### src/rtl/board_render_datapath_if.sv
// Command, cursor-move and VGA pixel-write signals between the game control FSM,
// the board datapath and the frame-buffer adapter.
interface board_render_datapath_if;
  logic       plot_empty;
  logic       draw_cell;
  logic       place_disk;
  logic       turn_side;
  logic       move_up;
  logic       move_down;
  logic       move_left;
  logic       move_right;
  logic [7:0] vga_x;
  logic [6:0] vga_y;
  logic [2:0] vga_colour;
  logic       vga_plot;
  logic       busy;
  logic       placed;
  logic       rejected;
  logic [2:0] cursor_col;
  logic [2:0] cursor_row;
  logic [1:0] cursor_cell;

  modport master (
    output plot_empty, draw_cell, place_disk, turn_side,
    output move_up, move_down, move_left, move_right,
    input  vga_x, vga_y, vga_colour, vga_plot,
    input  busy, placed, rejected, cursor_col, cursor_row, cursor_cell
  );

  modport slave (
    input  plot_empty, draw_cell, place_disk, turn_side,
    input  move_up, move_down, move_left, move_right,
    output vga_x, vga_y, vga_colour, vga_plot,
    output busy, placed, rejected, cursor_col, cursor_row, cursor_cell
  );
endinterface

### src/rtl/board_render_datapath.sv
// Othello board state, cursor and per-cell pixel renderer for a 160x120 3-bit VGA frame buffer.
// Define CURSOR_WRAP_EN to make cursor moves wrap modulo 8 instead of saturating at 0 and 7.
module board_render_datapath #(
  parameter int CELL_PX  = 14,
  parameter int ORIGIN_X = 24,
  parameter int ORIGIN_Y = 4
) (
  input logic                    clk,
  input logic                    restart,
  board_render_datapath_if.slave bus
);

  // state  | meaning
  // IDLE   | waiting for a command edge or a pending command
  // LOAD   | latch cell origin and content; place_disk writes or rejects here
  // DRAW   | one pixel per cycle, raster over the cell
  // DONE   | job finished; plot_empty applies latched cursor moves
  typedef enum logic [1:0] {S_IDLE, S_LOAD, S_DRAW, S_DONE} state_t;
  typedef enum logic [1:0] {CMD_NONE, CMD_EMPTY, CMD_DRAW, CMD_PLACE} cmd_t;

  localparam logic [3:0] LAST = 4'(CELL_PX - 1);

  state_t     state, state_n;
  cmd_t       new_cmd, start_cmd, pend_cmd, job_cmd;
  logic       start_side, pend_side, job_side;
  logic       prev_empty, prev_draw, prev_place;
  logic       e_empty, e_draw, e_place;
  logic [1:0] board [8][8];
  logic [2:0] cur_row, cur_col, row_n, col_n;
  logic [3:0] mv_lat;
  logic [1:0] cell_here, job_cell, side_code;
  logic [7:0] org_x;
  logic [6:0] org_y;
  logic [3:0] px, py;
  logic       place_ok, place_bad, border;
  logic [2:0] colour;

  assign e_empty = bus.plot_empty & ~prev_empty;
  assign e_draw  = bus.draw_cell  & ~prev_draw;
  assign e_place = bus.place_disk & ~prev_place;

  always_comb begin
    new_cmd = CMD_NONE;
    if (e_place)      new_cmd = CMD_PLACE;
    else if (e_empty) new_cmd = CMD_EMPTY;
    else if (e_draw)  new_cmd = CMD_DRAW;
  end

  assign cell_here = board[cur_row][cur_col];
  assign side_code = job_side ? 2'b10 : 2'b01;
  assign place_ok  = (state == S_LOAD) && (job_cmd == CMD_PLACE) && (cell_here == 2'b00);
  assign place_bad = (state == S_LOAD) && (job_cmd == CMD_PLACE) && (cell_here != 2'b00);

  always_ff @(posedge clk or posedge restart) begin
    if (restart) state <= S_IDLE;
    else         state <= state_n;
  end

  // A pending command takes precedence over a fresh edge when leaving IDLE.
  always_comb begin
    state_n    = state;
    start_cmd  = CMD_NONE;
    start_side = 1'b0;
    case (state)
      S_IDLE: begin
        if (pend_cmd != CMD_NONE) begin
          start_cmd  = pend_cmd;
          start_side = pend_side;
        end else begin
          start_cmd  = new_cmd;
          start_side = bus.turn_side;
        end
        if (start_cmd != CMD_NONE) state_n = S_LOAD;
      end
      S_LOAD:  state_n = place_bad ? S_DONE : S_DRAW;
      S_DRAW:  if (px == LAST && py == LAST) state_n = S_DONE;
      S_DONE:  state_n = S_IDLE;
      default: state_n = S_IDLE;
    endcase
  end

  always_ff @(posedge clk or posedge restart) begin
    if (restart) begin
      prev_empty <= 1'b0;
      prev_draw  <= 1'b0;
      prev_place <= 1'b0;
    end else begin
      prev_empty <= bus.plot_empty;
      prev_draw  <= bus.draw_cell;
      prev_place <= bus.place_disk;
    end
  end

  // One-deep slot; a stored place_disk is never displaced by a later edge.
  always_ff @(posedge clk or posedge restart) begin
    if (restart) begin
      pend_cmd  <= CMD_NONE;
      pend_side <= 1'b0;
    end else if (state == S_IDLE) begin
      if (pend_cmd != CMD_NONE) begin
        pend_cmd  <= new_cmd;
        pend_side <= bus.turn_side;
      end
    end else if (new_cmd != CMD_NONE && pend_cmd != CMD_PLACE) begin
      pend_cmd  <= new_cmd;
      pend_side <= bus.turn_side;
    end
  end

  always_ff @(posedge clk or posedge restart) begin
    if (restart) begin
      job_cmd  <= CMD_NONE;
      job_side <= 1'b0;
      job_cell <= 2'b00;
      org_x    <= 8'd0;
      org_y    <= 7'd0;
      px       <= 4'd0;
      py       <= 4'd0;
    end else begin
      if (state == S_IDLE && start_cmd != CMD_NONE) begin
        job_cmd  <= start_cmd;
        job_side <= start_side;
      end
      if (state == S_LOAD) begin
        org_x    <= 8'(ORIGIN_X) + 8'(cur_col) * 8'(CELL_PX);
        org_y    <= 7'(ORIGIN_Y) + 7'(cur_row) * 7'(CELL_PX);
        job_cell <= place_ok ? side_code : cell_here;
        px       <= 4'd0;
        py       <= 4'd0;
      end else if (state == S_DRAW) begin
        if (px == LAST) begin
          px <= 4'd0;
          py <= py + 4'd1;
        end else begin
          px <= px + 4'd1;
        end
      end
    end
  end

  always_ff @(posedge clk or posedge restart) begin
    if (restart) begin
      for (int r = 0; r < 8; r++)
        for (int c = 0; c < 8; c++)
          board[r[2:0]][c[2:0]] <= 2'b00;
      board[3][3] <= 2'b10;
      board[4][4] <= 2'b10;
      board[3][4] <= 2'b01;
      board[4][3] <= 2'b01;
    end else if (place_ok) begin
      board[cur_row][cur_col] <= side_code;
    end
  end

  function automatic logic [2:0] step(input logic [2:0] pos, input logic dec, input logic inc);
    logic [2:0] res;
    res = pos;
    if (inc && !dec) begin
`ifdef CURSOR_WRAP_EN
      res = pos + 3'd1;
`else
      if (pos != 3'd7) res = pos + 3'd1;
`endif
    end else if (dec && !inc) begin
`ifdef CURSOR_WRAP_EN
      res = pos - 3'd1;
`else
      if (pos != 3'd0) res = pos - 3'd1;
`endif
    end
    return res;
  endfunction

  // mv_lat = {up, down, left, right}
  assign row_n = step(cur_row, mv_lat[3], mv_lat[2]);
  assign col_n = step(cur_col, mv_lat[1], mv_lat[0]);

  always_ff @(posedge clk or posedge restart) begin
    if (restart) begin
      cur_row <= 3'd0;
      cur_col <= 3'd0;
      mv_lat  <= 4'd0;
    end else if (state == S_DONE && job_cmd == CMD_EMPTY) begin
      cur_row <= row_n;
      cur_col <= col_n;
      mv_lat  <= 4'd0;
    end else begin
      mv_lat <= mv_lat | {bus.move_up, bus.move_down, bus.move_left, bus.move_right};
    end
  end

  assign border = (px == 4'd0) || (py == 4'd0) || (px == LAST) || (py == LAST);

  always_comb begin
    colour = 3'b010;
    if (border) begin
      colour = (job_cmd == CMD_EMPTY) ? 3'b001 : 3'b110;
    end else begin
      case (job_cell)
        2'b01:   colour = 3'b000;
        2'b10:   colour = 3'b111;
        default: colour = 3'b010;
      endcase
    end
  end

  assign bus.vga_plot    = (state == S_DRAW);
  assign bus.vga_x       = bus.vga_plot ? org_x + {4'b0000, px} : 8'd0;
  assign bus.vga_y       = bus.vga_plot ? org_y + {3'b000, py} : 7'd0;
  assign bus.vga_colour  = bus.vga_plot ? colour : 3'b000;
  assign bus.busy        = (state != S_IDLE);
  assign bus.placed      = place_ok;
  assign bus.rejected    = place_bad;
  assign bus.cursor_col  = cur_col;
  assign bus.cursor_row  = cur_row;
  assign bus.cursor_cell = cell_here;

endmodule

### src/flat_wrapper.sv
// flat-port wrapper written by rule: the top's interface ports become plain ports
module board_render_datapath_flat 
#(
  parameter int CELL_PX  = 14,
  parameter int ORIGIN_X = 24,
  parameter int ORIGIN_Y = 4
)
  (clk, restart, bus_plot_empty, bus_draw_cell, bus_place_disk, bus_turn_side, bus_move_up, bus_move_down, bus_move_left, bus_move_right, bus_vga_x, bus_vga_y, bus_vga_colour, bus_vga_plot, bus_busy, bus_placed, bus_rejected, bus_cursor_col, bus_cursor_row, bus_cursor_cell);
  board_render_datapath_if bus_i ();
  input logic clk;
  input logic restart;
  input wire logic [$bits(bus_i.plot_empty)-1:0] bus_plot_empty;
  input wire logic [$bits(bus_i.draw_cell)-1:0] bus_draw_cell;
  input wire logic [$bits(bus_i.place_disk)-1:0] bus_place_disk;
  input wire logic [$bits(bus_i.turn_side)-1:0] bus_turn_side;
  input wire logic [$bits(bus_i.move_up)-1:0] bus_move_up;
  input wire logic [$bits(bus_i.move_down)-1:0] bus_move_down;
  input wire logic [$bits(bus_i.move_left)-1:0] bus_move_left;
  input wire logic [$bits(bus_i.move_right)-1:0] bus_move_right;
  output wire logic [$bits(bus_i.vga_x)-1:0] bus_vga_x;
  output wire logic [$bits(bus_i.vga_y)-1:0] bus_vga_y;
  output wire logic [$bits(bus_i.vga_colour)-1:0] bus_vga_colour;
  output wire logic [$bits(bus_i.vga_plot)-1:0] bus_vga_plot;
  output wire logic [$bits(bus_i.busy)-1:0] bus_busy;
  output wire logic [$bits(bus_i.placed)-1:0] bus_placed;
  output wire logic [$bits(bus_i.rejected)-1:0] bus_rejected;
  output wire logic [$bits(bus_i.cursor_col)-1:0] bus_cursor_col;
  output wire logic [$bits(bus_i.cursor_row)-1:0] bus_cursor_row;
  output wire logic [$bits(bus_i.cursor_cell)-1:0] bus_cursor_cell;
  assign bus_i.plot_empty = bus_plot_empty;
  assign bus_i.draw_cell = bus_draw_cell;
  assign bus_i.place_disk = bus_place_disk;
  assign bus_i.turn_side = bus_turn_side;
  assign bus_i.move_up = bus_move_up;
  assign bus_i.move_down = bus_move_down;
  assign bus_i.move_left = bus_move_left;
  assign bus_i.move_right = bus_move_right;
  assign bus_vga_x = bus_i.vga_x;
  assign bus_vga_y = bus_i.vga_y;
  assign bus_vga_colour = bus_i.vga_colour;
  assign bus_vga_plot = bus_i.vga_plot;
  assign bus_busy = bus_i.busy;
  assign bus_placed = bus_i.placed;
  assign bus_rejected = bus_i.rejected;
  assign bus_cursor_col = bus_i.cursor_col;
  assign bus_cursor_row = bus_i.cursor_row;
  assign bus_cursor_cell = bus_i.cursor_cell;
  board_render_datapath #(.CELL_PX(CELL_PX), .ORIGIN_X(ORIGIN_X), .ORIGIN_Y(ORIGIN_Y)) u_core (.clk(clk), .restart(restart), .bus(bus_i));
endmodule
### config.mk
export PLATFORM = sky130hd
export DESIGN_NAME = board_render_datapath_flat
export DESIGN_NICKNAME = d
export VERILOG_FILES = /design/src/rtl/board_render_datapath_if.sv /design/src/rtl/board_render_datapath.sv /design/src/flat_wrapper.sv
export SDC_FILE = /design/constraint.sdc
export NUM_CORES = 1
export LEC_CHECK = 0
export ABC_CLOCK_PERIOD_IN_PS = 5700
export BUFFER_PORTS_ARGS = -buffer_cell sky130_fd_sc_hd__buf_2
export CORE_AREA = 10 10 120 176
export CTS_CLUSTER_DIAMETER = 80
export DETAILED_ROUTE_END_ITERATION = 8
export DIE_AREA = 0 0 130 186
export GPL_TIMING_DRIVEN = 0
export HOLD_SLACK_MARGIN = 0.1
export PLACE_DENSITY_LB_ADDON = 0.3
export SKIP_CTS_REPAIR_TIMING = 1
export SYNTH_ARGS = -nofsm -noshare
export SYNTH_HDL_FRONTEND = slang
export SYNTH_SLANG_ARGS = --single-unit
### constraint.sdc
create_clock -name clk -period 5.7 [get_ports clk]
set_input_delay 0 -clock clk [delete_from_list [all_inputs] [get_ports clk]]
set_output_delay 0 -clock clk [all_outputs]
set_load 0.01 [all_outputs]
* Word level (Yosys, flattened, before mapping)
Cells that the tools add are included.
Operators by class: $add $sub $neg 10, multiply operators 2, order comparisons 4, equality and inequality tests 17, multiplexer cells 52, bitwise operators 9, reductions and logical operators 44
Operator list (number):
- 128-bit bitwise mux | 1
- 16-bit binary-select mux with 3-bit select | 1
- 16-bit demux with 3-bit select | 1
- 16-bit two-way mux | 3
- 3-bit two-way mux | 11
- 2-bit two-way mux | 16
- 4-bit two-way mux | 7
- 2-bit nonzero test | 13
- 1-bit logical AND | 13
- 3-bit by 3-bit multiplier with 6-bit output (second input constant) | 2
- 4-bit by 1-bit adder with 4-bit output (second input constant) | 2
- 5-bit by 7-bit adder with 8-bit output (first input constant) | 1
- 8-bit by 4-bit adder with 8-bit output | 1
- 2-bit == test (second input constant) | 4
- 4-bit == test (second input constant) | 2
- 4-bit >= comparator (second input constant) | 2
- 4-bit zero test | 2
- 4-bit by 1-bit < comparator with 1-bit output (second input constant) | 2
- 8-bit two-way mux | 1
- 2-bit inequality test (second input constant) | 4
- 3-bit inverter with 4-bit output | 2
- 2-bit one-hot mux with 4 select lines | 1
- 4-bit AND reduction | 2
- 3-bit by 7-bit adder with 7-bit output (first input constant) | 1
- other kinds (19) | 43
Word-level totals: bits in registers 174, input port bits 10, logic and storage cells 218

* Depth between registers and ports, before layout
Gate-level depths: netlist (run 1).
depth in word-level cells 11, mapped depth 13, depth with buffers taken out 11

* Worst setup path after synthesis (run 1)
Ideal clock, no wire load.
path kind register to register, start point register u_core.cur_row[0], in the netlist u_core.bus.cursor_row[0], end point register u_core.org_y[6], setup time 77 ps, arrival 3240 ps, required time 5623 ps, setup slack 2382 ps, stages on the path, launching flop included 13, cells stage by stage dfrtp_1 -> buf_4 -> buf_6 -> clkinv_1 -> fa_1 -> inv_1 -> ha_1 -> fa_1 -> nand2_1 -> or4_1 -> nand2_1 -> a221oi_1 -> a21oi_1
On the way: cells in the longest elaborated chain, start to end 2
RTL lines:
- from (decl) | RTL line board_render_datapath.sv:29 | logic [2:0] cur_row, cur_col, row_n, col_n;
- from (signal assigned) | RTL line board_render_datapath.sv:184 | cur_row <= row_n;
- 3-bit by 3-bit multiplier with 6-bit output | RTL line board_render_datapath.sv:126 | org_y <= 7'(ORIGIN_Y) + 7'(cur_row) * 7'(CELL_PX);
- 3-bit by 7-bit adder with 7-bit output | RTL line board_render_datapath.sv:126
- to (signal assigned) | RTL line board_render_datapath.sv:126
- to (decl) | RTL line board_render_datapath.sv:33 | logic [6:0] org_y;
No other way between the ends. A chain may end at the register's enable or synchronous reset.

* Worst setup path in the final report (run 1)
start point register u_core.cur_row[1], in the netlist u_core.bus.cursor_row[1], end point register u_core.board[71] (netlist name)
On the way: cells in the longest elaborated chain, start to end 9, elaborated cells on any way between the ends 15
RTL lines:
- 3-bit inverter with 4-bit output (not written as such) (*) | RTL line board_render_datapath.sv:49, board_render_datapath.sv:151
- 16-bit binary-select mux with 3-bit select | RTL line board_render_datapath.sv:49 | assign cell_here = board[cur_row][cur_col];
- 16-bit two-way mux (not written as such) (2 in series) | RTL line board_render_datapath.sv:49
- 2-bit binary-select mux with 3-bit select | RTL line board_render_datapath.sv:49
- 2-bit two-way mux (not written as such) (2 in series) | RTL line board_render_datapath.sv:49
- 2-bit zero test | RTL line board_render_datapath.sv:51 | assign place_ok = (state == S_LOAD) && (job_cmd == CMD_PLACE) && (cell_here == 2'b00);
- 1-bit logical AND | RTL line board_render_datapath.sv:51
- to (signal, indexed assignment) | RTL line board_render_datapath.sv:151 | board[cur_row][cur_col] <= side_code;
- to (decl) | RTL line board_render_datapath.sv:28 | logic [1:0] board [8][8];
Every way passes the cells marked *; elsewhere a longest branch is shown, timed or not. The select of a mux whose other input is x is not followed.

==> flow_metrics.env, run 1 <==
export IMPL_grt_overflow=0
export IMPL_ff2ff_path_depth=11
export IMPL_path_class="flip-flop to flip-flop"
export IMPL_vdd_drop_max_mv=0.2086
export IMPL_crit_required_ns=6.02
export IMPL_synthXorXnorAreaFrac=0.01444
export IMPL_fin_crit_ns=4.599
export IMPL_status="completed"
export IMPL_clock_path_buffers=2
export IMPL_coreArea_sq_um=17870
export IMPL_grt_pass1_wl_mm=41.14
export IMPL_antenna_left=0
export IMPL_hold_viol_final=0
export IMPL_drtPass1Iterations=5
export IMPL_dpl_cell_count=1125
export IMPL_hp_class="primary input to async pin"
export IMPL_dpl_hpwl_mm=18.35
export IMPL_track_usage=0.2266
export IMPL_cp_arrival_ns=4.92
export IMPL_fp_row_count=60
export IMPL_synth_edff_count=0
export IMPL_pin_count=40
export IMPL_cpMaxStageDelayCell="dfrtp_1"
export IMPL_die_y_um=186
export IMPL_initial_core_util=0.5431
export IMPL_path_cells="buf_4, buf_2, buf_2, mux4_2, a22o_1, a41oi_1, nand4_1, a211oi_2, clkbuf_1, and3_1, mux2_2"
export IMPL_grt_max_degree=102
export IMPL_clk_latency_ns=0.44
export IMPL_yosys_warnings=0
export IMPL_yosys_area_share_simple=0.1216
export IMPL_avgViaCountPerCell=6.112
export IMPL_syn_instance_count=868
export IMPL_cap_violations=0
export IMPL_p_leak_uw=0.005355
export IMPL_vias=7120
export IMPL_wirelength_mm=26.12
export IMPL_antenna_found_initial=0
export IMPL_cts_tree="done"
export IMPL_ys_types=61
export IMPL_ys_flop_type="dfrtp_1"
export IMPL_post_route_drc_count=0
export IMPL_muxShareOfSynthArea=0.2286
export IMPL_cts_htree_levels=4
export IMPL_cp_common_cell="buf_2"
export IMPL_path_clk_slew_ns=0.07
export IMPL_cts_sinks=172
export IMPL_die_x_um=130
export IMPL_fin_setup_tns_ns=0
export IMPL_tightestPinTransition_ns=1.140
export IMPL_drive_gt1_frac=0.1962
export IMPL_reg2reg_from="u_core.bus.cursor_row[1]"
export IMPL_ctsRootBufferMaster="clkbuf_16"
export IMPL_final_nets=993
export IMPL_wire_per_inst_um=22.42
export IMPL_drt_iter0_drc=714
export IMPL_gp_congestion=0.9479
export IMPL_syn_area_sq_um=9703
export IMPL_synth_top_family_by_area="multiplexers"
export IMPL_skew_ns=0.006394
export IMPL_post_layout_nonfiller_instances=1165
export IMPL_grt_pass1_vias=7419
export IMPL_cp_end_kind="flip-flop"
export IMPL_port_buffers=39
export IMPL_ys_ff_latch=172
export IMPL_seq_area_frac_synth=0.4441
export IMPL_synth_adder_area_share=0.06834
export IMPL_critPathLaunchType="flip-flop"
export IMPL_synth_fp_nets=925
export IMPL_powerDensity_nw_per_um2=235.1
export IMPL_rsz0062_at_grt="false"
export IMPL_max_freq_mhz=217.5
export IMPL_n_antenna_cell=0
export IMPL_critPathLaunch="u_core.bus.cursor_row[1]"
export IMPL_die_area_sq_um=24180
export IMPL_syn_mean_instance_area_sq_um=11.18
export IMPL_synth_compound_area_share=0.06383
export IMPL_relSlewSlack=0.2385
export IMPL_fin_crit_sh=0.8068
export IMPL_syn2layout_area_growth_pct=12.77
export IMPL_finalMaxSlewViolations=0
export IMPL_cp_max_fo=10
export IMPL_setup_violations=0
export IMPL_numCtsBuffers=17
export IMPL_cp_slowest_stage_delay_ns=0.58
export IMPL_synthArstFlopShare=1.000
[worst max-delay path: cells and delay by family, from the launching register on]
family	cells	cell delay [ns]
buffers and inverters	4	1.60
flip-flops	1	0.58
AND/OR/NAND/NOR	2	0.55
multiplexers	2	0.73
AO/OA/AOI/OAI	3	1.00
[cell type report]
type | count | area [sq um]
well taps | 217 | 271.5
clock inverters | 11 | 190.2
flip-flops and latches | 172 | 4309
plain buffers | 52 | 235.2
clock buffers | 20 | 456.7
multi-input cells | 554 | 4821
inverters | 90 | 345.3
repair buffers | 49 | 312.8
fillers | 1439 | 6925
[placed cells by master (no fill, tap or decap), types with 3 or more instances in the layout]
cell type	instances
a31oi_1	8
bufinv_16	5
nand4_1	25
nor2_1	29
fa_1	10
buf_4	4
xnor2_1	13
dlygate4sd3_1	9
nand2b_1	5
mux4_2	29
ha_1	37
nor2b_1	16
and3_1	31
a21o_1	7
mux2i_1	72
clkbuf_16	17
nand3_2	5
buf_2	47
inv_1	87
o21a_1	4
and2_1	21
a21oi_1	23
dfrtp_1	168
mux2_2	58
mux2_1	17
nand3_1	22
xor2_1	3
clkbuf_1	37
nor3_1	3
a21boi_0	4
clkinv_2	3
dfstp_2	4
nand2_1	50
o21ai_0	24
[stage by stage]
step | setup slack (ns) | instance area [sq um] | hold WS [ns] | total power [uW] | utilization
after detailed placement | 1.252 | 10200 | 0.09923 | 1299 | 0.5711
after CTS | 1.201 | 10850 | -0.3626 | 2575 | 0.6074
after floorplan | 1.046 | 9703 | 0.03143 | 1283 | -
final | 1.101 | 10940 | 0.1628 | 2572 | 0.6124
after global placement | -0.9527 | 10170 | 0.1222 | 1296 | 0.5692
after global routing | 0.9931 | 10940 | 0.2348 | 2638 | 0.6124
[registers in the layout, indices dropped and copies added (netlist names)]
signal                 cells
u_core.state               2
u_core.mv_lat              4
u_core.job_cmd             2
u_core.prev_place          1
u_core.bus.cursor_col      3
u_core.bus.cursor_row      3
u_core.org_x               7
u_core.pend_cmd            2
u_core.py                  4
u_core.pend_side           1
u_core.prev_empty          1
u_core.org_y               6
u_core.job_side            1
u_core.px                  4
u_core.job_cell            2
u_core.board             128
u_core.prev_draw           1
[cells in the mapped netlist (3+ instances only)]
cell type | count | area share
mux4_2 | 29 | 0.067
nand3_2 | 5 | 0.0052
a21o_1 | 7 | 0.0054
o21ai_0 | 24 | 0.012
dfstp_2 | 4 | 0.011
inv_1 | 88 | 0.034
mux2_1 | 17 | 0.020
mux2_2 | 58 | 0.067
a21boi_0 | 4 | 0.0031
dfrtp_1 | 168 | 0.43
nor2b_1 | 16 | 0.010
a21oi_1 | 23 | 0.012
fa_1 | 10 | 0.021
xnor2_1 | 13 | 0.012
buf_4 | 4 | 0.0031
ha_1 | 37 | 0.048
nand3_1 | 22 | 0.011
xor2_1 | 3 | 0.0027
o21a_1 | 4 | 0.0031
mux2i_1 | 72 | 0.074
nand2_1 | 50 | 0.019
buf_2 | 8 | 0.0041
clkbuf_1 | 36 | 0.014
nand4_1 | 25 | 0.016
and2_1 | 21 | 0.014
a31oi_1 | 8 | 0.0052
nor2_1 | 29 | 0.011
and3_1 | 31 | 0.020
nand2b_1 | 5 | 0.0032
nor3_1 | 3 | 0.0015
[report_power, final]
part	total, uW	internal [uW]	leakage (uW)	switching (uW)
logic	50.7	17.4	0.00273	33.3
registers	1230	1230	0.00230	3.43
clock network	1290	798	0.000316	494
[metal layers]
metal	up-vias	track usage	share of wire
met4	0	0.1250	0.057
met2	321	0.3977	0.51
met3	104	0.04956	0.070
met5	-	0	0
met1	3533	0.2470	0.36
li1	3162	-	-
[final timing paths]
kind                            slack [ns]                end
worst min-delay path                  0.16   u_core.board[48]
worst min register to register        0.48   u_core.board[56]
worst max register to register        1.10   u_core.board[71]
worst max-delay path                  1.10   u_core.board[71]
min in group clk                      0.22  u_core.prev_place
max in group asynchronous             4.66   u_core.board[55]
[kinds of logic (layout without fill, tap and decap cells)]
family | count (synthesis) | after routing
buffers and inverters | 142 | 222
flip-flops | 172 | 172
AO/OA/AOI/OAI | 95 | 95
multiplexers | 176 | 176
XOR/XNOR | 16 | 16
AND/OR/NAND/NOR | 220 | 220
adder cells (fa/ha/maj) | 47 | 47
No activity file was read; power rests on OpenSTA's default activity.
==> inputs of run 2 (changes only) <==
--- a/config.mk
+++ b/config.mk
@@ -5,7 +5,7 @@
 export SDC_FILE = /design/constraint.sdc
 export NUM_CORES = 1
 export LEC_CHECK = 0
-export ABC_CLOCK_PERIOD_IN_PS = 5700
+export ABC_CLOCK_PERIOD_IN_PS = 4340
 export BUFFER_PORTS_ARGS = -buffer_cell sky130_fd_sc_hd__buf_2
 export CORE_AREA = 10 10 120 176
 export CTS_CLUSTER_DIAMETER = 80
==> constraint.sdc (replaced) <==
create_clock -name clk -period 4.34 [get_ports clk]
set_input_delay 0 -clock clk [delete_from_list [all_inputs] [get_ports clk]]
set_output_delay 0 -clock clk [all_outputs]
set_load 0.01 [all_outputs]
==> flow_metrics.env, run 2 (synthesis gave the netlist of run 1 again) <==
export IMPL_die_y_um=186
export IMPL_cp_end_kind="flip-flop"
export IMPL_finalInstanceArea_sq_um=10880
export IMPL_top_register="u_core.board"
export IMPL_vias=7124
export IMPL_crit_required_ns=4.66
export IMPL_track_usage=0.2211
export IMPL_status="completed"
export IMPL_r2r_end="u_core.board[7]"
export IMPL_final_common_cell="dfrtp_1"
export IMPL_path_class="flip-flop to flip-flop"
export IMPL_cts_sinks=172
export IMPL_pin_count=40
export IMPL_cpMaxStageDelayCell="clkbuf_1"
export IMPL_final_cell_mix="dfrtp_1 (168), inv_1 (87), mux2i_1 (72)"
export IMPL_global_route_peak_usage_layer="met2"
export IMPL_initial_core_util=0.5431
export IMPL_antenna_left=0
export IMPL_ctsRootBufferMaster="clkbuf_16"
export IMPL_reg_largest_list="u_core.board (128), u_core.org_x (7), u_core.org_y (6)"
export IMPL_seq_power_share=0.516
export IMPL_n_antenna_cell=0
export IMPL_cp_slowest_stage_delay_ns=0.51
export IMPL_path_cells="clkbuf_1, buf_4, clkbuf_1, nor3b_1, a22o_1, a41oi_1, nand4_1, a211oi_2, buf_2, nand4_1, mux2_2"
export IMPL_dpl_cell_area_sq_um=10250
export IMPL_die_area_sq_um=24180
export IMPL_hp_class="primary input to async pin"
export IMPL_p_leak_uw=0.005311
export IMPL_hold_viol_final=0
export IMPL_reg2reg_slack_ns=0.12
export IMPL_grt_max_degree=43
export IMPL_gr_usage_met3=0.04443
export IMPL_combPwrFrac=0.023
export IMPL_rsz0062_at_grt="false"
export IMPL_powerDensity_nw_per_um2=287.3
export IMPL_gp_congestion=0.9485
export IMPL_path_depth=11
export IMPL_antenna_found_initial=0
export IMPL_cts_tree="done"
export IMPL_use_met2=0.3886
export IMPL_numCtsBuffers=17
export IMPL_skew_ns=0.01228
export IMPL_grt_pass1_vias=7217
export IMPL_pwr_share_clk=0.461
export IMPL_port_buffers=39
export IMPL_p_int_uw=2382
export IMPL_cap_violations=0
export IMPL_clk_latency_ns=0.44
export IMPL_avgViaCountPerCell=6.099
export IMPL_max_freq_mhz=237.2
export IMPL_drive_gt1_frac=0.1987
export IMPL_path_delay_family="buffers and inverters"
export IMPL_post_layout_nonfiller_instances=1168
export IMPL_utilization=0.6092
export IMPL_finalMaxSlewViolations=0
export IMPL_crit_buf_inv=4
export IMPL_reg2reg_from="u_core.bus.cursor_row[2]"
export IMPL_swShare=0.2383
export IMPL_ff2ff_path_depth=11
export IMPL_groute_layer_met1_usage=0.2420
export IMPL_cts_htree_levels=4
export IMPL_cp_max_fo=10
export IMPL_syn2layout_area_growth_pct=12.17
export IMPL_critPathLaunchType="flip-flop"
export IMPL_dpl_cell_count=1128
export IMPL_final_nets=995
export IMPL_p_switching_uw=745.1
export IMPL_fin_crit_ns=4.216
export IMPL_drtPass1Iterations=5
export IMPL_grt_overflow=0
export IMPL_coreArea_sq_um=17870
export IMPL_fin_crit_sh=0.9715
export IMPL_relSlewSlack=0.3369
export IMPL_fp_row_count=60
export IMPL_wirelength_mm=25.92
export IMPL_grt_pass1_wl_mm=40.28
export IMPL_dpl_hpwl_mm=18.54
export IMPL_die_x_um=130
export IMPL_tightestPinTransition_ns=0.9926
export IMPL_drt_iter0_drc=601
export IMPL_vdd_drop_max_mv=0.2537
export IMPL_clock_path_buffers=2
export IMPL_power_uw=3128
export IMPL_largest_reg_flops=128
export IMPL_setup_violations=0
export IMPL_path_clk_slew_ns=0.07
export IMPL_wire_per_inst_um=22.20
export IMPL_cp_arrival_ns=4.54
export IMPL_post_route_drc_count=0
-- run 2: cell count changes in the layout (fill, tap and decap cells not counted), sizes merged --
cell / change
bufinv: -5
clkinvlp: +3
inv: +3
buf: +1
clkinv: +1
-- run 2: worst max-delay path by stage --
stage	start	endpoint	slack, ns
floorplan	u_core.bus.cursor_row[0]	u_core.org_y[6]	1.02
global placement	u_core.bus.cursor_row[1]	u_core.board[71]	-0.13
detailed placement	u_core.bus.cursor_row[1]	u_core.board[71]	-0.20
CTS	u_core.bus.cursor_row[1]	u_core.board[71]	-0.21
global route	u_core.bus.cursor_row[2]	u_core.board[1]	0.03
finish	u_core.bus.cursor_row[2]	u_core.board[7]	0.12
-- run 2: power groups by stage --
stage                     registers, uW  clock network [uW]  logic, uW
after floorplan                    1640                   0       41.4
after global placement             1640                   0       57.9
after detailed placement           1640                   0       67.3
after CTS                          1610                1450       67.3
after global routing               1610                1520       81.9
final                              1610                1440       71.1
-- run 2: area by class of cell --
type,count,area [sq um]
multi-input combinational,554,4821
sequential,172,4309
tap,217,271.5
fill,1432,6983
timing repair buffer,52,365.4
buffer,51,234.0
clock inverter,13,108.9
clock buffer,19,432.9
inverter,90,341.6
-- run 2: stage by stage --
stage          setup slack, ns  TNS (ns)  hold slack, ns
3_5_place_dp           -0.2033    -1.850         0.01689
5_1_grt                0.02655         0          0.1375
4_1_cts                -0.2116    -2.082         -0.4405
3_3_place_gp           -0.1321    -1.005          0.1215
6_report                0.1236         0         0.09698
2_1_floorplan            1.022         0         0.03143
-- run 2: routing by layer --
| metal | wire, um | share of wire | vias to the layer above |
|---|---|---|---|
| met5 | 0 | 0 | - |
| met4 | 1326 | 0.051 | 0 |
| li1 | - | - | 3174 |
| met1 | 9274 | 0.36 | 3486 |
| met3 | 1796 | 0.069 | 108 |
| met2 | 13530 | 0.52 | 356 |
-- run 2: worst reg2reg max path, stage by stage (launching register included) --
cell	delay, ns
dfrtp_1	0.49
clkbuf_1	0.45
buf_4	0.33
clkbuf_1	0.52
nor3b_1	0.11
a22o_1	0.21
a41oi_1	0.35
nand4_1	0.21
a211oi_2	0.43
buf_2	0.34
nand4_1	0.29
mux2_2	0.38
==> inputs of run 3 (changes only) <==
--- a/config.mk
+++ b/config.mk
@@ -5,12 +5,13 @@
 export SDC_FILE = /design/constraint.sdc
 export NUM_CORES = 1
 export LEC_CHECK = 0
+export ABC_AREA = 1
 export ABC_CLOCK_PERIOD_IN_PS = 4340
 export BUFFER_PORTS_ARGS = -buffer_cell sky130_fd_sc_hd__buf_2
-export CORE_AREA = 10 10 120 176
+export CORE_AREA = 10 10 123 180
 export CTS_CLUSTER_DIAMETER = 80
 export DETAILED_ROUTE_END_ITERATION = 8
-export DIE_AREA = 0 0 130 186
+export DIE_AREA = 0 0 133 190
 export GPL_TIMING_DRIVEN = 0
 export HOLD_SLACK_MARGIN = 0.1
 export PLACE_DENSITY_LB_ADDON = 0.3
==> flow_metrics.env, run 3 <==
export IMPL_ys_flop_type="dfrtp_1"
export IMPL_grt_max_degree=40
export IMPL_hp_class="primary input to flip-flop"
export IMPL_ys_top_cells_by_area="dfrtp_1 (41%), nand2_1 (18%), nand3_1 (9.1%), nand4_1 (8.0%), ha_1 (4.6%)"
export IMPL_port_buffers=39
export IMPL_ctsRootBufferMaster="clkbuf_16"
export IMPL_crit_required_ns=4.34
export IMPL_pin_count=40
export IMPL_vias=10480
export IMPL_ff2ff_path_depth=9
export IMPL_tightestPinTransition_ns=1.162
export IMPL_ys_ff_latch=172
export IMPL_cts_htree_levels=4
export IMPL_fin_crit_ns=3.741
export IMPL_path_class="flip-flop to output port"
export IMPL_cts_sinks=172
export IMPL_synthXorXnorAreaFrac=0.01119
export IMPL_drive_gt1_frac=0.08678
export IMPL_largest_reg_flops=128
export IMPL_regArea_sq_um=4309
export IMPL_powerDensity_nw_per_um2=737.7
export IMPL_drtPass1Iterations=6
export IMPL_final_common_cell="nand2_1"
export IMPL_final_nets=1497
export IMPL_critPathLaunchType="flip-flop"
export IMPL_vdd_drop_max_mv=0.3712
export IMPL_holdPathStages=2
export IMPL_reg2reg_slack_ns=0.73
export IMPL_synthArstFlopShare=1.000
export IMPL_drt_iter0_drc=1106
export IMPL_synth_edff_count=0
export IMPL_final_cell_mix="nand2_1 (482), nand3_1 (184), dfrtp_1 (168)"
export IMPL_skew_ns=0.01394
export IMPL_die_y_um=190
export IMPL_antenna_found_initial=0
export IMPL_hold_viol_final=0
export IMPL_grt_pass1_vias=10200
export IMPL_synth_fp_nets=1426
export IMPL_syn_instance_count=1369
export IMPL_hold_end="u_core.prev_draw"
export IMPL_die_area_sq_um=25270
export IMPL_yosys_area_share_simple=0.3918
export IMPL_synth_commonest_cells="nand2_1 (482), nand3_1 (184), dfrtp_1 (168)"
export IMPL_r2r_end="u_core.board[127]"
export IMPL_cp_max_fo=10
export IMPL_clk_latency_ns=0.45
export IMPL_top_register="u_core.board"
export IMPL_muxShareOfSynthArea=0.0009840
export IMPL_yosysTopAreaCell="dfrtp_1"
export IMPL_yosysTopAreaCellShare=0.4133
export IMPL_cp_end_kind="output port"
export IMPL_coreArea_sq_um=19010
export IMPL_reg_largest_list="u_core.board (128), u_core.org_x (7), u_core.org_y (6)"
export IMPL_cp_arrival_ns=3.74
export IMPL_die_x_um=133
export IMPL_dpl_hpwl_mm=26.16
export IMPL_gp_congestion=1.037
export IMPL_initial_core_util=0.5352
export IMPL_grt_pass1_wl_mm=57.88
export IMPL_post_route_drc_count=0
export IMPL_seq_area_frac_synth=0.4236
export IMPL_ys_types=32
export IMPL_p_leak_uw=0.005716
export IMPL_multi_input_area_sq_um=5155
export IMPL_track_usage=0.2988
export IMPL_setup_violations=0
export IMPL_synth_adder_area_share=0.06519
export IMPL_synth_top_family_by_area="simple AND/OR/NAND/NOR gates"
export IMPL_relSlewSlack=0.2191
export IMPL_synth_compound_area_share=0.03764
export IMPL_fin_crit_sh=0.8620
export IMPL_yosys_warnings=0
export IMPL_numCtsBuffers=17
export IMPL_wirelength_mm=37.57
export IMPL_grt_overflow=0
export IMPL_n_antenna_cell=0
export IMPL_cts_tree="done"
export IMPL_nFillCells=1775
export IMPL_syn2layout_area_growth_pct=12.50
export IMPL_clock_path_buffers=2
export IMPL_reg2reg_from="u_core.state[1]"
export IMPL_max_freq_mhz=267.3
export IMPL_hp_start="bus_draw_cell"
export IMPL_utilization=0.6021
export IMPL_cap_violations=0
export IMPL_synth_most_common_cell="nand2_1"
export IMPL_antenna_left=0
export IMPL_syn_area_sq_um=10170
export IMPL_wire_per_inst_um=22.00
export IMPL_status="completed"
export IMPL_avgViaCountPerCell=6.133
export IMPL_fp_row_count=62
export IMPL_finalMaxSlewViolations=0
export IMPL_syn_mean_instance_area_sq_um=7.430
export IMPL_rsz0062_at_grt="false"
export IMPL_path_clk_slew_ns=0.07
export IMPL_fin_setup_tns_ns=0
==> run 3: changes by cell type in the layout (fill, tap and decap cells not counted), moves of 29 or more <==
| cell | previous run | this run |
|---|---|---|
| nand2_1 | 50 | 482 |
| nand3_1 | 22 | 184 |
| nand4_1 | 25 | 130 |
| mux2i_1 | 72 | 1 |
| nor2_1 | 29 | 95 |
| mux2_2 | 58 | 0 |
| and3_1 | 31 | 2 |
| mux4_2 | 29 | 0 |
==> run 3: report_power, final <==
part	internal (uW)	total [uW]	switching [uW]
Sequential	1840	2100	263
Clock	866	1550	684
Combinational	1280	4790	3510
==> run 3: cell type report <==
| type | instances | share of cell area |
|---|---|---|
| multi-input cells | 1039 | 0.4505 |
| plain buffers | 87 | 0.03860 |
| clock inverters | 12 | 0.01214 |
| well taps | 256 | 0.02799 |
| repair buffers | 52 | 0.03193 |
| inverters | 71 | 0.02362 |
| clock buffers | 19 | 0.03871 |
| flip-flops and latches | 172 | 0.3766 |
==> run 3: per-layer routing <==
layer | wire (um) | global-route usage
met3 | 3449 | 0.07603
met1 | 12750 | 0.3147
met5 | 0 | 0
met4 | 3515 | 0.2364
met2 | 17860 | 0.4996
==> run 3: stage by stage <==
stage | hold WS [ns] | std cells | power, uW | instance area, sq um | setup slack [ns]
finish | 0.2185 | 1708 | 8442 | 11440 | 0.5988
global route | 0.2279 | 1708 | 8827 | 11440 | 0.4274
CTS | -0.3390 | 1699 | 8203 | 11350 | 0.7640
detailed placement | 0.1239 | 1668 | 6656 | 10770 | 0.9900
global placement | 0.1238 | 1664 | 6585 | 10690 | 1.042
floorplan | 0.03143 | 1369 | 4991 | 10180 | 1.647
==> run 3: worst max path at each step <==
stage / to / from / slack, ns / cells after the start
3_5_place_dp: u_core.board[127] / u_core.state[1] / 0.99 / 9
6_report: bus_placed / u_core.state[1] / 0.60 / 8
2_1_floorplan: u_core.org_y[6] / u_core.bus.cursor_row[1] / 1.65 / 11
4_1_cts: bus_placed / u_core.state[1] / 0.76 / 8
5_1_grt: bus_placed / u_core.state[1] / 0.43 / 8
3_3_place_gp: u_core.board[127] / u_core.state[1] / 1.04 / 9
==> run 3: critical path, cell delays in order, from the launching register on <==
cell and delay (ns):
dfrtp_1 0.42, inv_1 0.11, ha_1 0.24, clkinv_1 0.24, nor3_1 0.98, clkbuf_1 0.48, buf_2 0.35, nor3b_1 0.27
buf_2 0.19
==> run 3: logic make-up after synthesis <==
group,count (synthesis)
simple gates,905
flops,172
buf+inv,158
compound gates,73
fa+ha+maj,47
xor+xnor,13
mux,1
